<file path="src/rtl/rr_sel_pkg.sv">
// Shared constants and types for the round-robin select arbiter.
package rr_sel_pkg;

  localparam int unsigned SEL_W  = 2;
  localparam int unsigned NUM_CH = 4;

  typedef enum logic {IDLE, FULL} state_e;

  typedef logic [SEL_W-1:0] sel_t;

endpackage

</file>
<file path="src/rtl/rr_pick4.sv">
// Rotating priority picker: first valid channel at or after start, wrapping 3 -> 0.
module rr_pick4
  import rr_sel_pkg::*;
(
  input  logic [NUM_CH-1:0] in_valid,
  input  sel_t              start,
  output sel_t              gnt_idx,
  output logic              gnt_any
);

  always_comb begin
    gnt_idx = start;
    gnt_any = 1'b0;
    for (int unsigned k = 0; k < NUM_CH; k++) begin
      sel_t idx;
      idx = start + sel_t'(k);
      if (!gnt_any && in_valid[idx]) begin
        gnt_idx = idx;
        gnt_any = 1'b1;
      end
    end
  end

endmodule

</file>
<file path="src/rtl/rr_sel_arbiter.sv">
// Four-channel arbiter with a registered select/data output stage.
// Define RR_SEL_FIXED_PRIO_EN for fixed lowest-index priority instead of round-robin.
module rr_sel_arbiter
  import rr_sel_pkg::*;
#(
  parameter int unsigned DATA_W = 4
) (
  input  logic              clk,
  input  logic              rst,
  input  logic [NUM_CH-1:0] in_valid,
  output logic [NUM_CH-1:0] in_ready,
  input  logic [DATA_W-1:0] in0,
  input  logic [DATA_W-1:0] in1,
  input  logic [DATA_W-1:0] in2,
  input  logic [DATA_W-1:0] in3,
  output logic              out_valid,
  input  logic              out_ready,
  output sel_t              out_sel,
  output logic [DATA_W-1:0] out_data
);

  state_e            state_q, state_d;
  sel_t              sel_q;
  logic [DATA_W-1:0] data_q;
  sel_t              start;
  sel_t              gnt_idx;
  logic              gnt_any;
  logic              load;
  logic [DATA_W-1:0] gnt_data;

`ifdef RR_SEL_FIXED_PRIO_EN
  assign start = '0;
`else
  sel_t last_gnt_q;

  assign start = last_gnt_q + sel_t'(1);

  always_ff @(posedge clk or posedge rst) begin
    if (rst) begin
      last_gnt_q <= 2'b11;
    end else if (load) begin
      last_gnt_q <= gnt_idx;
    end
  end
`endif

  rr_pick4 u_pick (
    .in_valid (in_valid),
    .start    (start),
    .gnt_idx  (gnt_idx),
    .gnt_any  (gnt_any)
  );

  // A new word may enter whenever the output slot is empty or being drained.
  assign load = gnt_any && ((state_q == IDLE) || out_ready);

  always_comb begin
    unique case (gnt_idx)
      2'd0:    gnt_data = in0;
      2'd1:    gnt_data = in1;
      2'd2:    gnt_data = in2;
      default: gnt_data = in3;
    endcase
  end

  always_ff @(posedge clk or posedge rst) begin
    if (rst) begin
      state_q <= IDLE;
    end else begin
      state_q <= state_d;
    end
  end

  always_comb begin
    state_d = state_q;
    unique case (state_q)
      IDLE: if (load) state_d = FULL;
      FULL: if (out_ready && !load) state_d = IDLE;
      default: state_d = IDLE;
    endcase
  end

  always_comb begin
    out_valid = (state_q == FULL);
    in_ready  = '0;
    if (load) begin
      in_ready[gnt_idx] = 1'b1;
    end
  end

  always_ff @(posedge clk or posedge rst) begin
    if (rst) begin
      sel_q  <= '0;
      data_q <= '0;
    end else if (load) begin
      sel_q  <= gnt_idx;
      data_q <= gnt_data;
    end
  end

  assign out_sel  = sel_q;
  assign out_data = data_q;

endmodule

</file>
<file path="config.mk">
export PLATFORM = sky130hd
export DESIGN_NAME = rr_sel_arbiter
export DESIGN_NICKNAME = d
export VERILOG_FILES = /design/src/rtl/rr_sel_pkg.sv /design/src/rtl/rr_pick4.sv /design/src/rtl/rr_sel_arbiter.sv
export SDC_FILE = /design/constraint.sdc
export NUM_CORES = 1
export LEC_CHECK = 0
export CAP_MARGIN = 10
export CORE_AREA = 2 2 42 44
export DETAILED_ROUTE_END_ITERATION = 16
export DIE_AREA = 0 0 44 46
export PLACE_DENSITY_LB_ADDON = 0.2
export SYNTH_ARGS = -nofsm -noshare
export SYNTH_HDL_FRONTEND = slang
export SYNTH_HIERARCHICAL = 1
export SYNTH_SLANG_ARGS = --single-unit
</file>
<file path="constraint.sdc">
create_clock -name clk -period 4.4 [get_ports clk]
set_input_delay 1.1 -clock clk [delete_from_list [all_inputs] [get_ports clk]]
set_output_delay 1.1 -clock clk [all_outputs]
set_load 0.01 [all_outputs]
</file>
# --- Yosys cells after proc, flatten, opt, wreduce, memory -nomap -nowiden ---
# Cells that the tools add are included.
op_classes:
  n_addsub: 4
  magnitude_cmp: 6
  n_eq_ne: 2
  mux: 22
  n_bitwise: 1
  n_reduce_logical: 12
op_table:
  columns: ["op", "count"]
  rows:
  - ["less-than comparator 2 x 3 -> 1 bit, second input constant", 5]
  - ["case mux 4 bit (3 select lines)", 1]
  - ["2-to-1 mux 1 bit", 11]
  - ["binary-select mux 1 bit (select 2 bit)", 4]
  - ["logical AND 1 bit", 6]
  - ["2-to-1 mux 2 bit", 3]
  - ["adder 2 x 1 -> 2 bit, second input constant", 2]
  - ["adder 2 bit, second input constant", 2]
  - ["logical NOT 1 bit", 4]
  - ["2-to-1 mux 4 bit", 1]
  - ["demux 1 bit (select 2 bit)", 1]
  - ["equality test 2 x 1 -> 1 bit, second input constant", 1]
  - ["equality test 2 bit, second input constant", 1]
  - ["greater-or-equal comparator 2 x 1 -> 1 bit, second input constant", 1]
  - ["logical NOT 2 bit", 1]
  - ["case mux 1 bit (2 select lines)", 1]
  - ["logical OR 1 bit", 1]
  - ["NOT 1 bit", 1]
word_totals:
  register_bits: 9
  inputBits: 23
  wordCells: 51

# --- Logic depth before layout (Yosys ltp) ---
# Gate-level depths: netlist of the first run.
depth:
  word_depth: 18
  depth_mapped: 7
  depth_no_buf: 6

# --- Cells and area by module ---
# Netlist of the first run, hierarchy kept.
by_module_without_submodules:
  columns: ["module", "n_inst", "cells_per_inst", "area_each_um2", "seq_area_each_um2"]
  rows:
  - ["rr_sel_arbiter", 1, 34, 480.5, 227.7]
  - ["rr_pick4", 1, 16, 96.3, 0.0]

# --- Worst setup path before layout of the first run ---
# Ideal clock, no wire load.
synth_timing:
  path_kind: "input to output"
  from: "in in_valid[2]"
  to: "out in_ready[1]"
  arrival_time_ns: 2.160
  path_slack_ns: 1.140
  stages: 6
  path_buffers: 1
  cell_sequence: "nor2b_1 -> a21o_1 -> a221oi_2 -> buf_6 -> and3_2 -> nor2b_1"
synth_between:
  elab_chain_cells: 17
  elab_cells_between_ends: 28
  cone_classes: "order compare: 2; mux: 18; reduce/logical: 8"
synth_rtl:
  columns: ["element", "line", "source"]
  rows:
  - ["from (decl)", "rr_sel_arbiter.sv:10", "input logic [NUM_CH-1:0] in_valid,"]
  - ["binary-select mux 1 bit (select 2 bit)", "rr_pick4.sv:17", "if (!gnt_any && in_valid[idx]) begin"]
  - ["2-to-1 mux 1 bit (implied by the code)", "rr_pick4.sv:17", null]
  - ["2-to-1 mux 1 bit", "rr_pick4.sv:17", null]
  - ["logical NOT 1 bit", "rr_pick4.sv:17", null]
  - ["logical AND 1 bit", "rr_pick4.sv:17", null]
  - ["2-to-1 mux 1 bit", "rr_pick4.sv:17", null]
  - ["logical NOT 1 bit", "rr_pick4.sv:17", null]
  - ["logical AND 1 bit", "rr_pick4.sv:17", null]
  - ["[... 2 more ...]", null, null]
  - ["logical AND 1 bit", "rr_pick4.sv:17", null]
  - ["2-to-1 mux 2 bit *", "rr_pick4.sv:17", null]
  - ["named net gnt_idx[0]", "rr_sel_arbiter.sv:26", "sel_t gnt_idx;"]
  - ["less-than comparator 2 x 3 -> 1 bit (implied by the code) or greater-or-equal comparator 2 x 1 -> 1 bit (tied branches)", "rr_sel_arbiter.sv:87", "in_ready[gnt_idx] = 1'b1;"]
  - ["logical AND 1 bit (implied by the code)", "rr_sel_arbiter.sv:87", null]
  - ["2-to-1 mux 1 bit (implied by the code)", "rr_sel_arbiter.sv:87", null]
  - ["demux 1 bit (select 2 bit) *", "rr_sel_arbiter.sv:87", null]
  - ["2-to-1 mux 4 bit *", "rr_sel_arbiter.sv:86", "if (load) begin"]
  - ["to (decl)", "rr_sel_arbiter.sv:11", "output logic [NUM_CH-1:0] in_ready,"]
# Mark *: on every way through the listed nets, which the timed path passes. The rest lies on a longest branch. The select of a mux whose other input is x is not followed.

# --- Final worst setup path of the first run ---
# Ends and elaborated chain as after synthesis.

==> results of run 1 <==
-- power by group --
| group | leakage, nW | internal [mW] | switching, mW |
|---|---|---|---|
| Sequential | 0.100 | 0.128 | 0.0218 |
| Combinational | 0.282 | 0.209 | 0.135 |
| Clock | 0.0150 | 0.0348 | 0.0263 |
| Total | 0.398 | 0.372 | 0.184 |
-- cell type report --
class	count	area share, %
flip-flops and latches	9	23.67
well taps	17	2.211
clock buffers	4	2.731
inverters	3	1.170
repair buffers	36	36.67
multi-input cells	36	33.55
-- worst max-delay path: cells and delay by family --
family                 cells  cell delay (ns)
AOI/OAI and AO/OA          2             0.40
buffers and inverters      2             0.99
and+or+nand+nor            3             0.54
-- synthesized netlist by cell type, types with 2 or more instances --
library cell / number
a21o_1: 3
nor2b_1: 2
mux4_2: 4
nand2b_1: 4
dfrtp_1: 7
dfstp_2: 2
mux2_2: 6
nand2_1: 4
nor2_1: 2
inv_1: 3
-- state kept, by name, indices dropped and copies added, names as in the netlist --
register    count
out_data        4
last_gnt_q      2
out_sel         2
out_valid       1
-- final timing paths --
check                      slack [ns]                 startpoint                         to  cells past startpoint
hold reg to reg                  0.49     out_sel[0]$_DFFE_PP0P_     out_sel[0]$_DFFE_PP0P_                      1
setup / recovery                 0.27                in_valid[2]                in_ready[1]                      7
hold / removal                   0.49     out_sel[0]$_DFFE_PP0P_     out_sel[0]$_DFFE_PP0P_                      1
setup reg to reg                 2.11  last_gnt_q[0]$_DFFE_PP1P_    out_data[0]$_DFFE_PP0P_                      6
max in group asynchronous        3.00                        rst  last_gnt_q[1]$_DFFE_PP1P_                      2
min in group asynchronous        1.10                        rst    out_data[1]$_DFFE_PP0P_                      2
-- cells by family after synthesis --
kind of cell | synth area share [%]
buffers and inverters | 4.554
AND/OR/NAND/NOR | 18.87
AO/OA/AOI/OAI | 8.240
flip-flops | 39.48
XOR/XNOR | 1.519
multiplexers | 27.33
-- per-layer routing --
metal  routed length [µm]  global-route usage, %
met2                  666                  28.53
met5                    0                      0
met3                  100                  3.968
met1                  499                  15.76
met4                   18                  10.30
-- metrics by stage --
step | instance area, µm² | setup WS, ns | power, mW | util [%]
6_report | 962.2 | 0.2681 | 0.5557 | 59.61
3_5_place_dp | 935.9 | 0.2586 | 0.5015 | 57.98
5_1_grt | 962.2 | 0.1523 | 0.5987 | 59.61
3_3_place_gp | 935.9 | 0.2757 | 0.4978 | 57.98
2_1_floorplan | 576.8 | 1.140 | 0.3634 | -
4_1_cts | 962.2 | 0.2459 | 0.5660 | 59.61
==> key figures, run 1 <==
Yosys
  • Area leader, netlist: dfrtp_1
  • #FFs+latches synth: 9
  • Asr flop ratio synth: 100.0%
  • Largest cells by area after synthesis: dfrtp_1 30%, mux4_2 16%, mux2_2 12%
  • Register area share after synthesis: 39.48%
  • Yosys cell types: 23
  • Synth Instances: 50
  • Top cell type's share of synthesized area: between 30% and 40%
  • Post-synth EDFFs: 0
  • Most used DFF post-synth: dfrtp_1
  • Post-Syn Area: 576.8 µm²
  • Syn_area_per_cell: 11.54 µm²
  • Synth Net Count: 73
  • Yosys Warn Count: 6

GRT
  • First-pass GRT wire length: 2270 µm
  • Number of global-route vias before repair: around 590
  • Total grt overflow: 0
  • Largest net degree at the start of global routing: 10
  • Total Routing Usage GR: roughly 16%
  • Initial antenna violation count: 0

CTS
  • Clock Latency Late Sink: between 0.2 and 0.3 ns
  • CTS resizes: 0
  • Worst-path clk slew: around 0.060 ns
  • H-tree levels: 1
  • CTS Hold Buffers Added: 0
  • CTS tree: yes
  • Bufs on Longest Clock Path: 2
  • Clk Tree Root Cell: clkbuf_4
  • CTS sink count: 9
  • Post-CTS Setup Inserts: 0
  • Total CTS buffers: 3

Timing
  • Max Freq: around 0.24 GHz
  • RSZ-0062 raised after global routing: false
  • Final max-slew violation count: 0
  • Min Hold Slack: between 0.4 and 0.5 ns
  • Setup TNS Final: 0 ns
  • Tmin final: 4.132 ns
  • Slew HR: between 70% and 80%
  • Clock Skews: ~0.0067 ns
  • Tcrit/Tclk final: 93.91%
  • Worst-Margin Slew: 0.3772 ns
  • Hold Vio Cnt, Final: 0
  • Final setup viols: 0

Setup path
  • CP startpoint kind: primary input
  • CP cell instances: clkdlybuf4s50_1, nor2b_1, a21o_1, a221oi_2, and3_2, nor2b_1, clkdlybuf4s50_1
  • Crit. End Element: output pin
  • Crit-path max FO: 4
  • Crit path DAT: just over 3 ns
  • Crit Path Category: primary input to output pin
  • Worst Path Required: ~3.3 ns
  • Critical path's slowest cell: clkdlybuf4s50_1
  • Crit path largest cell delay: approximately 0.54 ns

Floorplan
  • Num rows: 15
  • Initial Util: between 30% and 40%
  • Die Span Y: 46 µm
  • Chip width: between 40 and 50 µm
  • Core Region: between 1500 and 2000 µm²
  • Die area: about 2000 µm²
  • Number of top-level pins: 34

Placement
  • PortBufs: 33
  • Dpl cells: 101
  • GPL Wtd Cong: 0.7077
  • Dpl hpwl: 1062 µm

Routing
  • DRC: 0
  • Vias per cell: approximately 5
  • Routed Antenna Nets: 0
  • Pre-antenna DRT Iters: 1
  • Total Routed Length: between 1000 and 1500 µm
  • DRT iter0 DRCs: 0
  • Vias: 532
  • Routed len/inst: ~12 µm

Finish
  • P&R area growth vs syn: 66.81%
  • Layout cells sized above 1: between 20 and 25%
  • Commonest non-fill, non-tap cell in the layout: clkdlybuf4s50_1
  • Area occupied by registers: approximately 230 µm²
  • N_diodes: 0
  • Most frequent cells in the layout: 33 x clkdlybuf4s50_1, 7 x dfrtp_1, 6 x mux2_2
  • Finished Layout Cells: 105
  • Multi-input combinational cell area: approximately 320 µm²
  • Filler cells: roughly 130
  • Total Nets Final: about 110

Hold path
  • Hold/Removal Path Class: register to register

Run status
  • Status: finished, final reports clean

Pwr
  • Leak: 0.3978 nW
  • Power Density: 577.5 nW/µm²
  • IR drop worst, VDD: approximately 0.0003 V

Job
  • Max-Cap Viols: 0
Note: power is estimated with default switching activity, not from simulation.
==> inputs of run 2 (changes only) <==
--- a/config.mk
+++ b/config.mk
@@ -5,6 +5,7 @@
 export SDC_FILE = /design/constraint.sdc
 export NUM_CORES = 1
 export LEC_CHECK = 0
+export ABC_CLOCK_PERIOD_IN_PS = 4400
 export CAP_MARGIN = 10
 export CORE_AREA = 2 2 42 44
 export DETAILED_ROUTE_END_ITERATION = 16
==> results of run 2 <==
Final layout, timing and power as in run 1 (identical DEF).
